File: config.mk
export PLATFORM = sky130hd
export DESIGN_NAME = ocp2axil_bridge_flat
export DESIGN_NICKNAME = d
export VERILOG_FILES = /design/src/rtl/ocp2axil_bridge_if.sv /design/src/rtl/ocp2axil_bridge.sv /design/src/flat_wrapper.sv
export SDC_FILE = /design/constraint.sdc
export NUM_CORES = 1
export LEC_CHECK = 0
export ABC_AREA = 1
export CAP_MARGIN = 20
export CORE_MARGIN = 3
export CORE_UTILIZATION = 41
export DETAILED_ROUTE_END_ITERATION = 16
export MAX_ROUTING_LAYER = met4
export PLACE_DENSITY = 0.82
export SETUP_SLACK_MARGIN = 0.1
export SYNTH_ARGS = -nofsm -noshare
export SYNTH_HDL_FRONTEND = slang
export SYNTH_SLANG_ARGS = --single-unit
File: constraint.sdc
create_clock -name clk -period 2 [get_ports clk]
set_input_delay 0.4 -clock clk [delete_from_list [all_inputs] [get_ports clk]]
set_output_delay 0.4 -clock clk [all_outputs]
set_load 0.02 [all_outputs]
File: src/rtl/ocp2axil_bridge_if.sv
// Bundles the OCP slave-side and AXI4-Lite master-side signals of the bridge.
// slave modport is the bridge's view; master modport is the surrounding environment.
// Flow control is carried entirely by the OCP accept/response and AXI valid/ready pairs.
`timescale 1ns/1ps
interface ocp2axil_bridge_if #(
    parameter int ADDR_W = 32,
    parameter int DATA_W = 32
);
    logic [2:0]          MCmd;
    logic [ADDR_W-1:0]   MAddr;
    logic [DATA_W-1:0]   MData;
    logic [DATA_W/8-1:0] MByteEn;
    logic                SCmdAccept;
    logic [1:0]          SResp;
    logic [DATA_W-1:0]   SData;
    logic                MRespAccept;

    logic [ADDR_W-1:0]   awaddr;
    logic [2:0]          awprot;
    logic                awvalid;
    logic                awready;
    logic [DATA_W-1:0]   wdata;
    logic [DATA_W/8-1:0] wstrb;
    logic                wvalid;
    logic                wready;
    logic [1:0]          bresp;
    logic                bvalid;
    logic                bready;
    logic [ADDR_W-1:0]   araddr;
    logic [2:0]          arprot;
    logic                arvalid;
    logic                arready;
    logic [DATA_W-1:0]   rdata;
    logic [1:0]          rresp;
    logic                rvalid;
    logic                rready;

    modport slave (
        input  MCmd, MAddr, MData, MByteEn, MRespAccept,
        output SCmdAccept, SResp, SData,
        output awaddr, awprot, awvalid, input awready,
        output wdata, wstrb, wvalid, input wready,
        input  bresp, bvalid, output bready,
        output araddr, arprot, arvalid, input arready,
        input  rdata, rresp, rvalid, output rready
    );

    modport master (
        output MCmd, MAddr, MData, MByteEn, MRespAccept,
        input  SCmdAccept, SResp, SData,
        input  awaddr, awprot, awvalid, output awready,
        input  wdata, wstrb, wvalid, output wready,
        output bresp, bvalid, input bready,
        input  araddr, arprot, arvalid, output arready,
        output rdata, rresp, rvalid, input rready
    );
endinterface

File: src/rtl/ocp2axil_bridge.sv
// Single-outstanding OCP simple read/write to AXI4-Lite bridge.
// Latency: accept-to-SResp 3 cycles minimum (1 cycle for unsupported commands).
// Backpressure: SCmdAccept only in IDLE; AXI stalls and MRespAccept hold the bridge indefinitely.
`timescale 1ns/1ps
module ocp2axil_bridge #(
    parameter int ADDR_W = 32,
    parameter int DATA_W = 32
) (
    input  logic               clk,
    input  logic               rst_n,
    ocp2axil_bridge_if.slave   bus
);
    typedef enum logic [2:0] {
        IDLE, WR_REQ, WR_RESP, RD_REQ, RD_RESP, OCP_RESP
    } state_e;

    localparam logic [1:0] RESP_NULL = 2'b00;
    localparam logic [1:0] RESP_DVA  = 2'b01;
    localparam logic [1:0] RESP_ERR  = 2'b11;

    state_e              state_q, state_d;
    logic [ADDR_W-1:0]   addr_q, addr_d;
    logic [DATA_W-1:0]   wdata_q, wdata_d;
    logic [DATA_W/8-1:0] wstrb_q, wstrb_d;
    logic [DATA_W-1:0]   sdata_q, sdata_d;
    logic [1:0]          resp_q, resp_d;
    logic                aw_done_q, aw_done_d;
    logic                w_done_q, w_done_d;

    // OKAY/EXOKAY complete normally; SLVERR/DECERR become an OCP error.
    function automatic logic [1:0] map_resp(input logic [1:0] axi_resp);
        return (axi_resp == 2'b00 || axi_resp == 2'b01) ? RESP_DVA : RESP_ERR;
    endfunction

    always_ff @(posedge clk or negedge rst_n) begin
        if (!rst_n) begin
            state_q   <= IDLE;
            addr_q    <= '0;
            wdata_q   <= '0;
            wstrb_q   <= '0;
            sdata_q   <= '0;
            resp_q    <= RESP_NULL;
            aw_done_q <= 1'b0;
            w_done_q  <= 1'b0;
        end else begin
            state_q   <= state_d;
            addr_q    <= addr_d;
            wdata_q   <= wdata_d;
            wstrb_q   <= wstrb_d;
            sdata_q   <= sdata_d;
            resp_q    <= resp_d;
            aw_done_q <= aw_done_d;
            w_done_q  <= w_done_d;
        end
    end

    always_comb begin
        state_d   = state_q;
        addr_d    = addr_q;
        wdata_d   = wdata_q;
        wstrb_d   = wstrb_q;
        sdata_d   = sdata_q;
        resp_d    = resp_q;
        aw_done_d = aw_done_q;
        w_done_d  = w_done_q;

        unique case (state_q)
            IDLE: begin
                if (bus.MCmd != 3'd0) begin
                    addr_d  = bus.MAddr;
                    wdata_d = bus.MData;
                    wstrb_d = bus.MByteEn;
                    sdata_d = '0;
                    if (bus.MCmd == 3'd1) begin
                        state_d = WR_REQ;
                    end else if (bus.MCmd == 3'd2) begin
                        state_d = RD_REQ;
                    end else begin
                        resp_d  = RESP_ERR;
                        state_d = OCP_RESP;
                    end
                end
            end
            WR_REQ: begin
                // AW and W may complete in either order or together.
                aw_done_d = aw_done_q | bus.awready;
                w_done_d  = w_done_q  | bus.wready;
                if (aw_done_d && w_done_d) begin
                    aw_done_d = 1'b0;
                    w_done_d  = 1'b0;
                    state_d   = WR_RESP;
                end
            end
            WR_RESP: begin
                if (bus.bvalid) begin
                    resp_d  = map_resp(bus.bresp);
                    state_d = OCP_RESP;
                end
            end
            RD_REQ: begin
                if (bus.arready) begin
                    state_d = RD_RESP;
                end
            end
            RD_RESP: begin
                if (bus.rvalid) begin
                    sdata_d = bus.rdata;
                    resp_d  = map_resp(bus.rresp);
                    state_d = OCP_RESP;
                end
            end
            OCP_RESP: begin
                if (bus.MRespAccept) begin
                    resp_d  = RESP_NULL;
                    sdata_d = '0;
                    state_d = IDLE;
                end
            end
            default: state_d = IDLE;
        endcase
    end

    assign bus.SCmdAccept = (state_q == IDLE) && (bus.MCmd != 3'd0);
    assign bus.SResp      = (state_q == OCP_RESP) ? resp_q  : RESP_NULL;
    assign bus.SData      = (state_q == OCP_RESP) ? sdata_q : '0;

    assign bus.awaddr  = addr_q;
    assign bus.awprot  = 3'b000;
    assign bus.awvalid = (state_q == WR_REQ) && !aw_done_q;
    assign bus.wdata   = wdata_q;
    assign bus.wstrb   = wstrb_q;
    assign bus.wvalid  = (state_q == WR_REQ) && !w_done_q;
    assign bus.bready  = (state_q == WR_RESP);
    assign bus.araddr  = addr_q;
    assign bus.arprot  = 3'b000;
    assign bus.arvalid = (state_q == RD_REQ);
    assign bus.rready  = (state_q == RD_RESP);
endmodule
File: src/flat_wrapper.sv
// flat-port wrapper written by rule: the top's interface ports become plain ports
module ocp2axil_bridge_flat 
#(
    parameter int ADDR_W = 32,
    parameter int DATA_W = 32
)
  (clk, rst_n, bus_MCmd, bus_MAddr, bus_MData, bus_MByteEn, bus_MRespAccept, bus_SCmdAccept, bus_SResp, bus_SData, bus_awaddr, bus_awprot, bus_awvalid, bus_awready, bus_wdata, bus_wstrb, bus_wvalid, bus_wready, bus_bresp, bus_bvalid, bus_bready, bus_araddr, bus_arprot, bus_arvalid, bus_arready, bus_rdata, bus_rresp, bus_rvalid, bus_rready);
  ocp2axil_bridge_if #(.ADDR_W(ADDR_W), .DATA_W(DATA_W)) bus_i ();
  input  logic clk;
  input  logic rst_n;
  input wire logic [$bits(bus_i.MCmd)-1:0] bus_MCmd;
  input wire logic [$bits(bus_i.MAddr)-1:0] bus_MAddr;
  input wire logic [$bits(bus_i.MData)-1:0] bus_MData;
  input wire logic [$bits(bus_i.MByteEn)-1:0] bus_MByteEn;
  input wire logic [$bits(bus_i.MRespAccept)-1:0] bus_MRespAccept;
  output wire logic [$bits(bus_i.SCmdAccept)-1:0] bus_SCmdAccept;
  output wire logic [$bits(bus_i.SResp)-1:0] bus_SResp;
  output wire logic [$bits(bus_i.SData)-1:0] bus_SData;
  output wire logic [$bits(bus_i.awaddr)-1:0] bus_awaddr;
  output wire logic [$bits(bus_i.awprot)-1:0] bus_awprot;
  output wire logic [$bits(bus_i.awvalid)-1:0] bus_awvalid;
  input wire logic [$bits(bus_i.awready)-1:0] bus_awready;
  output wire logic [$bits(bus_i.wdata)-1:0] bus_wdata;
  output wire logic [$bits(bus_i.wstrb)-1:0] bus_wstrb;
  output wire logic [$bits(bus_i.wvalid)-1:0] bus_wvalid;
  input wire logic [$bits(bus_i.wready)-1:0] bus_wready;
  input wire logic [$bits(bus_i.bresp)-1:0] bus_bresp;
  input wire logic [$bits(bus_i.bvalid)-1:0] bus_bvalid;
  output wire logic [$bits(bus_i.bready)-1:0] bus_bready;
  output wire logic [$bits(bus_i.araddr)-1:0] bus_araddr;
  output wire logic [$bits(bus_i.arprot)-1:0] bus_arprot;
  output wire logic [$bits(bus_i.arvalid)-1:0] bus_arvalid;
  input wire logic [$bits(bus_i.arready)-1:0] bus_arready;
  input wire logic [$bits(bus_i.rdata)-1:0] bus_rdata;
  input wire logic [$bits(bus_i.rresp)-1:0] bus_rresp;
  input wire logic [$bits(bus_i.rvalid)-1:0] bus_rvalid;
  output wire logic [$bits(bus_i.rready)-1:0] bus_rready;
  assign bus_i.MCmd = bus_MCmd;
  assign bus_i.MAddr = bus_MAddr;
  assign bus_i.MData = bus_MData;
  assign bus_i.MByteEn = bus_MByteEn;
  assign bus_i.MRespAccept = bus_MRespAccept;
  assign bus_SCmdAccept = bus_i.SCmdAccept;
  assign bus_SResp = bus_i.SResp;
  assign bus_SData = bus_i.SData;
  assign bus_awaddr = bus_i.awaddr;
  assign bus_awprot = bus_i.awprot;
  assign bus_awvalid = bus_i.awvalid;
  assign bus_i.awready = bus_awready;
  assign bus_wdata = bus_i.wdata;
  assign bus_wstrb = bus_i.wstrb;
  assign bus_wvalid = bus_i.wvalid;
  assign bus_i.wready = bus_wready;
  assign bus_i.bresp = bus_bresp;
  assign bus_i.bvalid = bus_bvalid;
  assign bus_bready = bus_i.bready;
  assign bus_araddr = bus_i.araddr;
  assign bus_arprot = bus_i.arprot;
  assign bus_arvalid = bus_i.arvalid;
  assign bus_i.arready = bus_arready;
  assign bus_i.rdata = bus_rdata;
  assign bus_i.rresp = bus_rresp;
  assign bus_i.rvalid = bus_rvalid;
  assign bus_rready = bus_i.rready;
  ocp2axil_bridge #(.ADDR_W(ADDR_W), .DATA_W(DATA_W)) u_core (.clk(clk), .rst_n(rst_n), .bus(bus_i));
endmodule
==> results.md, run 1 <==
- DP Area: 0.00773 sq mm
- Min-Delay Path Class: input pin to async pin
- Final Util: 65.0%
- Slew @ Worst Pin: 0.711 ns
- Post-synthesis mux area share: 0%
- Area Growth Syn to Fin: 52.8%
- Lkg Pwr: 3.98 nW
- Final Wtd Congestion: 0.862
- CTS buffer count: 9
- Largest net degree at the start of global routing: 69
- DPL Wire Length: 11,000 um
- Status: complete, no violations
- Share of layout cells above drive strength 1: 10.8%
- Tot GR Track Use: 21.3%
- FILL cells: 1,017
- Worst Setup Start Kind: flop
- Synthesis Warnings: 0
- Number of synthesized register bits: 107
- Critical path, cell by cell: inv_2 -> nand3_1 -> buf_12 -> nor2_1 -> buf_2
- Stages on worst setup path: 5
- DIE WIDTH: 118 um
- Final Cell Area: 0.00791 sq mm
- Worst r2r dst: u_core.bus.araddr[13]
- Worst endpoint data arrival time: 1.45 ns
- Core ar.: 0.0122 sq mm
- Avg Cell Area, Syn: 7.74 sq um
- PnR worst setup slack: 0.153 ns
- CTS tree: yes
- Synth Area in Compound Gates: 0.677%
- Worst R2R Start: u_core.state_q[2]
- Nets: 1,011
- Slew Viols, Final: 0
- Commonest non-fill, non-tap cells in the layout: 331 x nand2_1, 211 x clkdlybuf4s50_1, 107 x dfrtp_1
- Adder-Cell Fraction of Synth Area: 0%
- CP max FO: 35
- DR iter-0 viols: 340
- Final Cycle Share: 92.4%
- CTS Root Cell: clkbuf_16
- Vias in the first global route: 4,594
- Synthesized instance count: 669
- Routed wire per std cell: 13.8 um
- Clock buffer depth: 2
- Pwr Density: 1640 mW/mm^2
- CP peak stage delay: 0.39 ns
- Most common cell after layout, fill and taps aside: nand2_1
- Critical path class: flop to output pin
- Starting density of the core: 42.6%
- Pre-antenna DRT Iters: 7
- Required @ worst endpoint: 1.60 ns
- Max Fclk: 541 MHz
- Cts hold-fix bufs: 0
- VDD IR max: 0.000666 V
- Clock sink total: 107
- Place WS: -0.263 ns
- Initial antenna violation count: 0
- Slowest CP cell: dfrtp_1
- Std cell rows: 40
- Detail Route Antenna Nets: 0
- PortBufs: 252
- N_diodes: 0
- Die H: 118 um
- Main combinational cell family by area after synthesis: simple AND/OR/NAND/NOR gates
- Yosys cell types: 20
- Worst Reg-to-Reg Cells: 6
- Number of buffers and inverters on the critical path: 3
- Final Hold Vio Count: 0
- I/O pin total: 261
- Register clock-pin slew on the reported worst setup and hold paths: 0.07 ns
- Via count: 4,894
- Delay-heaviest family, CP: buffers and inverters
- Post-Synth Simple-Gate Area: 35.1%
- Crit. End Element: output pin
- Max_slew headroom: 52.6%
- Setup slack, reg-to-reg: 0.39 ns
- Layout Skew: 0.00626 ns
- Mapped Area: 0.00517 sq mm
- Worst-Skew Late Latency: 0.34 ns
- Endpoints failing setup: 0
- CTS H-tree depth: 3
- Vias per cell: 4.58
- First-pass GRT wire length: 23,500 um
- Total grt overflow: 0
- RSZ-0062 raised after global routing: yes
- Total Die Area: 0.0140 sq mm
- Routed WL: 14,800 um
- Sequential fraction of the synthesis area: 51.7%
- Max Cap Viol: 0
- XOR/XNOR share of the synthesized area: 0%
- Fin Setup TNS: 0 ns
- # DRC: 0
- Shortest period the worst path allows: 1.85 ns
-- repair_timing --
item                       CTS  global route
buffers inserted             2             0
setup endpoints to repair   40            22
resized for setup          158            21
-- synthesized netlist by cell type (all sizes together) --
cell type | number | area (sq um)
a21oi | 2 | 10.0
conb | 1 | 3.75
buf | 64 | 432
nand4 | 3 | 18.8
nor2 | 50 | 208
nand3b | 33 | 248
nor3 | 3 | 26.3
clkbuf | 5 | 18.8
inv | 51 | 191
nand3 | 11 | 55.1
dfrtp | 107 | 2680
nand2 | 334 | 1260
o21ai | 5 | 25.0
-- how the worst max path moves through the flow --
| stage | start | end | slack [ns] |
|---|---|---|---|
| after floorplan | u_core.state_q[2] | bus_SData[0] | 0.28 |
| after global placement | bus_MCmd[0] | bus_SCmdAccept | -0.26 |
| after detailed placement | bus_MCmd[0] | bus_SCmdAccept | -0.26 |
| after CTS | u_core.state_q[2] | bus_arvalid | 0.10 |
| after global routing | u_core.state_q[1] | bus_SData[15] | 0.07 |
| final | u_core.state_q[1] | bus_SData[6] | 0.15 |
-- power by group --
part / internal, mW / switching (mW) / total [mW]
clock: 1.12 / 0.767 / 1.89
combinational: 3.12 / 4.15 / 7.27
sequential: 3.17 / 0.636 / 3.80
-- stage by stage --
stage               hold WS, ns  std cells  total power [mW]
global route             0.0315       1068              13.8
finish                   0.0172       1068              13.0
detailed placement        0.392       1051              11.2
global placement          0.389       1051              11.1
CTS                      0.0266       1068              13.1
floorplan                 0.104        674              8.18
-- area by class of cell --
cell class | count | area (sq um) | share of cell area [%]
timing repair buffer | 280 | 2640 | 33.3
clock inverter | 5 | 77.6 | 0.981
sequential | 107 | 2680 | 33.9
tap | 168 | 210 | 2.66
clock buffer | 10 | 239 | 3.02
multi-input combinational | 447 | 1880 | 23.7
inverter | 51 | 191 | 2.42
-- state kept, by name, indices dropped and copies added, names as in the netlist --
| signal | cells |
|---|---|
| u_core.bus.araddr | 32 |
| u_core.bus.wdata | 32 |
| u_core.sdata_q | 32 |
| u_core.bus.wstrb | 4 |
| u_core.state_q | 3 |
| u_core.resp_q | 2 |
| u_core.aw_done_q | 1 |
| u_core.w_done_q | 1 |
-- routing by layer --
layer / GRT usage, % / vias up / share of wire, % / routed length (um)
li1: - / 2413 / - / -
met1: 26.5 / 2284 / 42 / 6140
met2: 35.5 / 182 / 50 / 7360
met3: 4.50 / 15 / 7.5 / 1110
met4: 5.49 / 0 / 1.1 / 163
met5: - / - / 0 / 0
-- cell families after synthesis --
logic type             count (synthesis)
AOI/OAI and AO/OA                      7
buffers and inverters                120
DFF                                  107
other                                  1
and+or+nand+nor                      434
No activity file was read; power rests on OpenSTA's default activity.
==> inputs of run 2 (changes only) <==
--- a/config.mk
+++ b/config.mk
@@ -8,10 +8,10 @@
 export ABC_AREA = 1
 export CAP_MARGIN = 20
 export CORE_MARGIN = 3
-export CORE_UTILIZATION = 41
+export CORE_UTILIZATION = 37
 export DETAILED_ROUTE_END_ITERATION = 16
 export MAX_ROUTING_LAYER = met4
-export PLACE_DENSITY = 0.82
+export PLACE_DENSITY = 0.78
 export SETUP_SLACK_MARGIN = 0.1
 export SYNTH_ARGS = -nofsm -noshare
 export SYNTH_HDL_FRONTEND = slang
==> constraint.sdc (replaced) <==
create_clock -name clk -period 1.6 [get_ports clk]
set_input_delay 0.32 -clock clk [delete_from_list [all_inputs] [get_ports clk]]
set_output_delay 0.32 -clock clk [all_outputs]
set_load 0.02 [all_outputs]
==> run 2 against run 1 <==
- the run now ends with setup timing left
- first-iteration DRC count down 8.2%
- critical path depth grew 1
- power is 57% higher
- setup slack worse by 0.38 ns
- sequential power rose by 33%
- critical path type unchanged
==> results.md, run 2 (same netlist as run 1, synthesis figures left out) <==
- Critical path, cell by cell: inv_2 -> buf_4 -> buf_4 -> nand2_2 -> nor2_1 -> buf_4
- Nets: 1,055
- PortBufs: 252
- Most used cell, CP: buf_4
- DIE WIDTH: 124 um
- Endpoints failing setup: 77
- Most common cell after layout, fill and taps aside: nand2_1
- Final Total Pwr: 20.3 mW
- Worst Setup Start Kind: flop
- Routed wire per std cell: 17.8 um
- DR iter-0 viols: 312
- Pre-antenna DRT Iters: 4
- Clk network pwr share: 10.9%
- Vias per cell: 4.77
- Routed WL: 20,000 um
- Total Die Area: 0.0154 sq mm
- FILL cells: 987
- Final Wtd Congestion: 0.866
- Slew Viols, Final: 0
- Core ar.: 0.0135 sq mm
- CP peak stage delay: 0.40 ns
- Failing checks: setup timing
- Switching share of total power: 47.4%
- Place WS: -0.555 ns
- Die H: 124 um
- VDD IR max: 0.00120 V
- Commonest non-fill, non-tap cells in the layout: 210 x nand2_1, 110 x clkdlybuf4s50_1, 106 x dfrtp_1
- CTS H-tree depth: 3
- Final Util: 71.8%
- Layout Skew: 0.00734 ns
- Tot GR Track Use: 23.4%
- Vias in the first global route: 5,186
- RSZ-0062 raised after global routing: yes
- DPL Wire Length: 11,400 um
- Crit. End Element: output pin
- Required @ worst endpoint: 1.28 ns
- CTS tree: yes
- Std cell rows: 42
- Fin Setup TNS: -9.81 ns
- I/O pin total: 261
- Switching Power: 9.65 mW
- PnR worst setup slack: -0.227 ns
- Worst endpoint data arrival time: 1.51 ns
- Lkg Pwr: 4.88 nW
- Delay-heaviest family, CP: buffers and inverters
- Largest net degree at the start of global routing: 69
- Final Hold Vio Count: 0
- Via count: 5,342
- Min-Delay Path Class: input pin to async pin
- Detail Route Antenna Nets: 0
- Critical path class: flop to output pin
- Internal power: 10.7 mW
- # DRC: 0
- Sequential fraction of design power: 24.8%
- Share of layout cells above drive strength 1: 33.4%
- CP max FO: 3
- Register clock-pin slew on the reported worst setup and hold paths: 0.07 ns
- Slowest CP cell: dfrtp_1
- CTS Root Cell: clkbuf_16
- First-pass GRT wire length: 28,100 um
- CTS buffer count: 9
- Number of buffers and inverters on the critical path: 4
- Area Growth Syn to Fin: 86.5%
- Worst-Skew Late Latency: 0.35 ns
- Combinational power share: 64.3%
- Shortest period the worst path allows: 1.83 ns
- Initial antenna violation count: 0
- Total grt overflow: 0
- Final Cycle Share: 114%
- Clock sink total: 107
- Max Fclk: 547 MHz
- Max Cap Viol: 0
- Pwr Density: 2110 mW/mm^2
- Status: finished with violations
- N_diodes: 0
- Starting density of the core: 38.5%
- Clock buffer depth: 2
run 2: cell count changes in the layout (fill, tap and decap cells not counted), moves of 6 or more:
cell / before / now
buf_4: 39 / 29
clkdlybuf4s50_1: 211 / 110
clkbuf_16: 9 / 15
nor2_1: 45 / 4
nand3_1: 11 / 5
nand2_4: 0 / 51
dlygate4sd2_1: 0 / 100
nor2_4: 2 / 37
nand2_2: 3 / 72
nand2_1: 331 / 210
nor2_2: 3 / 9
buf_2: 23 / 0
buf_12: 5 / 17
buf_6: 1 / 54
run 2: power groups by stage:
stage	clock (mW)	sequential [mW]	combinational, mW
2_1_floorplan	0	5.65	4.99
3_3_place_gp	0	4.71	9.68
3_5_place_dp	0	4.76	9.83
4_1_cts	2.23	4.71	11.2
5_1_grt	2.36	5.20	13.8
6_report	2.21	5.05	13.1
run 2: worst paths after layout:
kind | from | cells after the start | slack (ns) | endpoint
setup reg to reg | u_core.state_q[0] | 11 | -0.13 | u_core.sdata_q[0]
hold / removal | rst_n | 2 | 0.35 | u_core.sdata_q[26]
setup / recovery | u_core.state_q[1] | 6 | -0.23 | bus_wvalid
max in group asynchronous | rst_n | 3 | 0.72 | u_core.bus.wdata[29]
hold reg to reg | u_core.bus.wdata[24] | 2 | 0.48 | u_core.bus.wdata[24]
min in group clk | u_core.bus.wdata[24] | 2 | 0.48 | u_core.bus.wdata[24]
run 2: area by class of cell:
type                            instances  area, sq um  share of cell area (%)
Clock inverter                          7         60.1                   0.622
Tap cell                              176          220                    2.28
Timing Repair Buffer                  324         3470                    35.9
Inverter                               51          209                    2.16
Multi-Input combinational cell        447         2790                    28.9
Clock buffer                            9          225                    2.33
Sequential cell                       107         2680                    27.8
run 2: routing by layer:
layer / up-vias / GRT usage (%) / part of all wire, %
met3: 38 / 5.23 / 6.0
met1: 2548 / 28.1 / 39
li1: 2515 / - / -
met2: 241 / 39.2 / 52
met5: - / - / 0
met4: 0 / 7.48 / 2.5
run 2: stage by stage:
step	instances	cell area (sq um)	hold slack, ns
after CTS	1105	8790	0.330
after detailed placement	1063	7990	0.169
after global routing	1121	9650	0.372
final	1121	9650	0.352
after global placement	1063	7990	0.169
after floorplan	674	5420	0.0244
run 2: timing repair:
item | CTS | global route
cloned | 8 | 10
hold buffers | 1 | 0
setup endpoints to repair | 244 | 146
gates resized for setup | 387 | 223
buffers inserted | 17 | 13
pin swaps | 16 | 67
endpoints found under the hold margin | 7 | 0
run 2: worst reg2reg max path: cells and delay by family (launching register included):
| family | cells | cell delay [ns] |
|---|---|---|
| buffers and inverters | 7 | 0.81 |
| DFF | 1 | 0.46 |
| and+or+nand+nor | 4 | 0.40 |
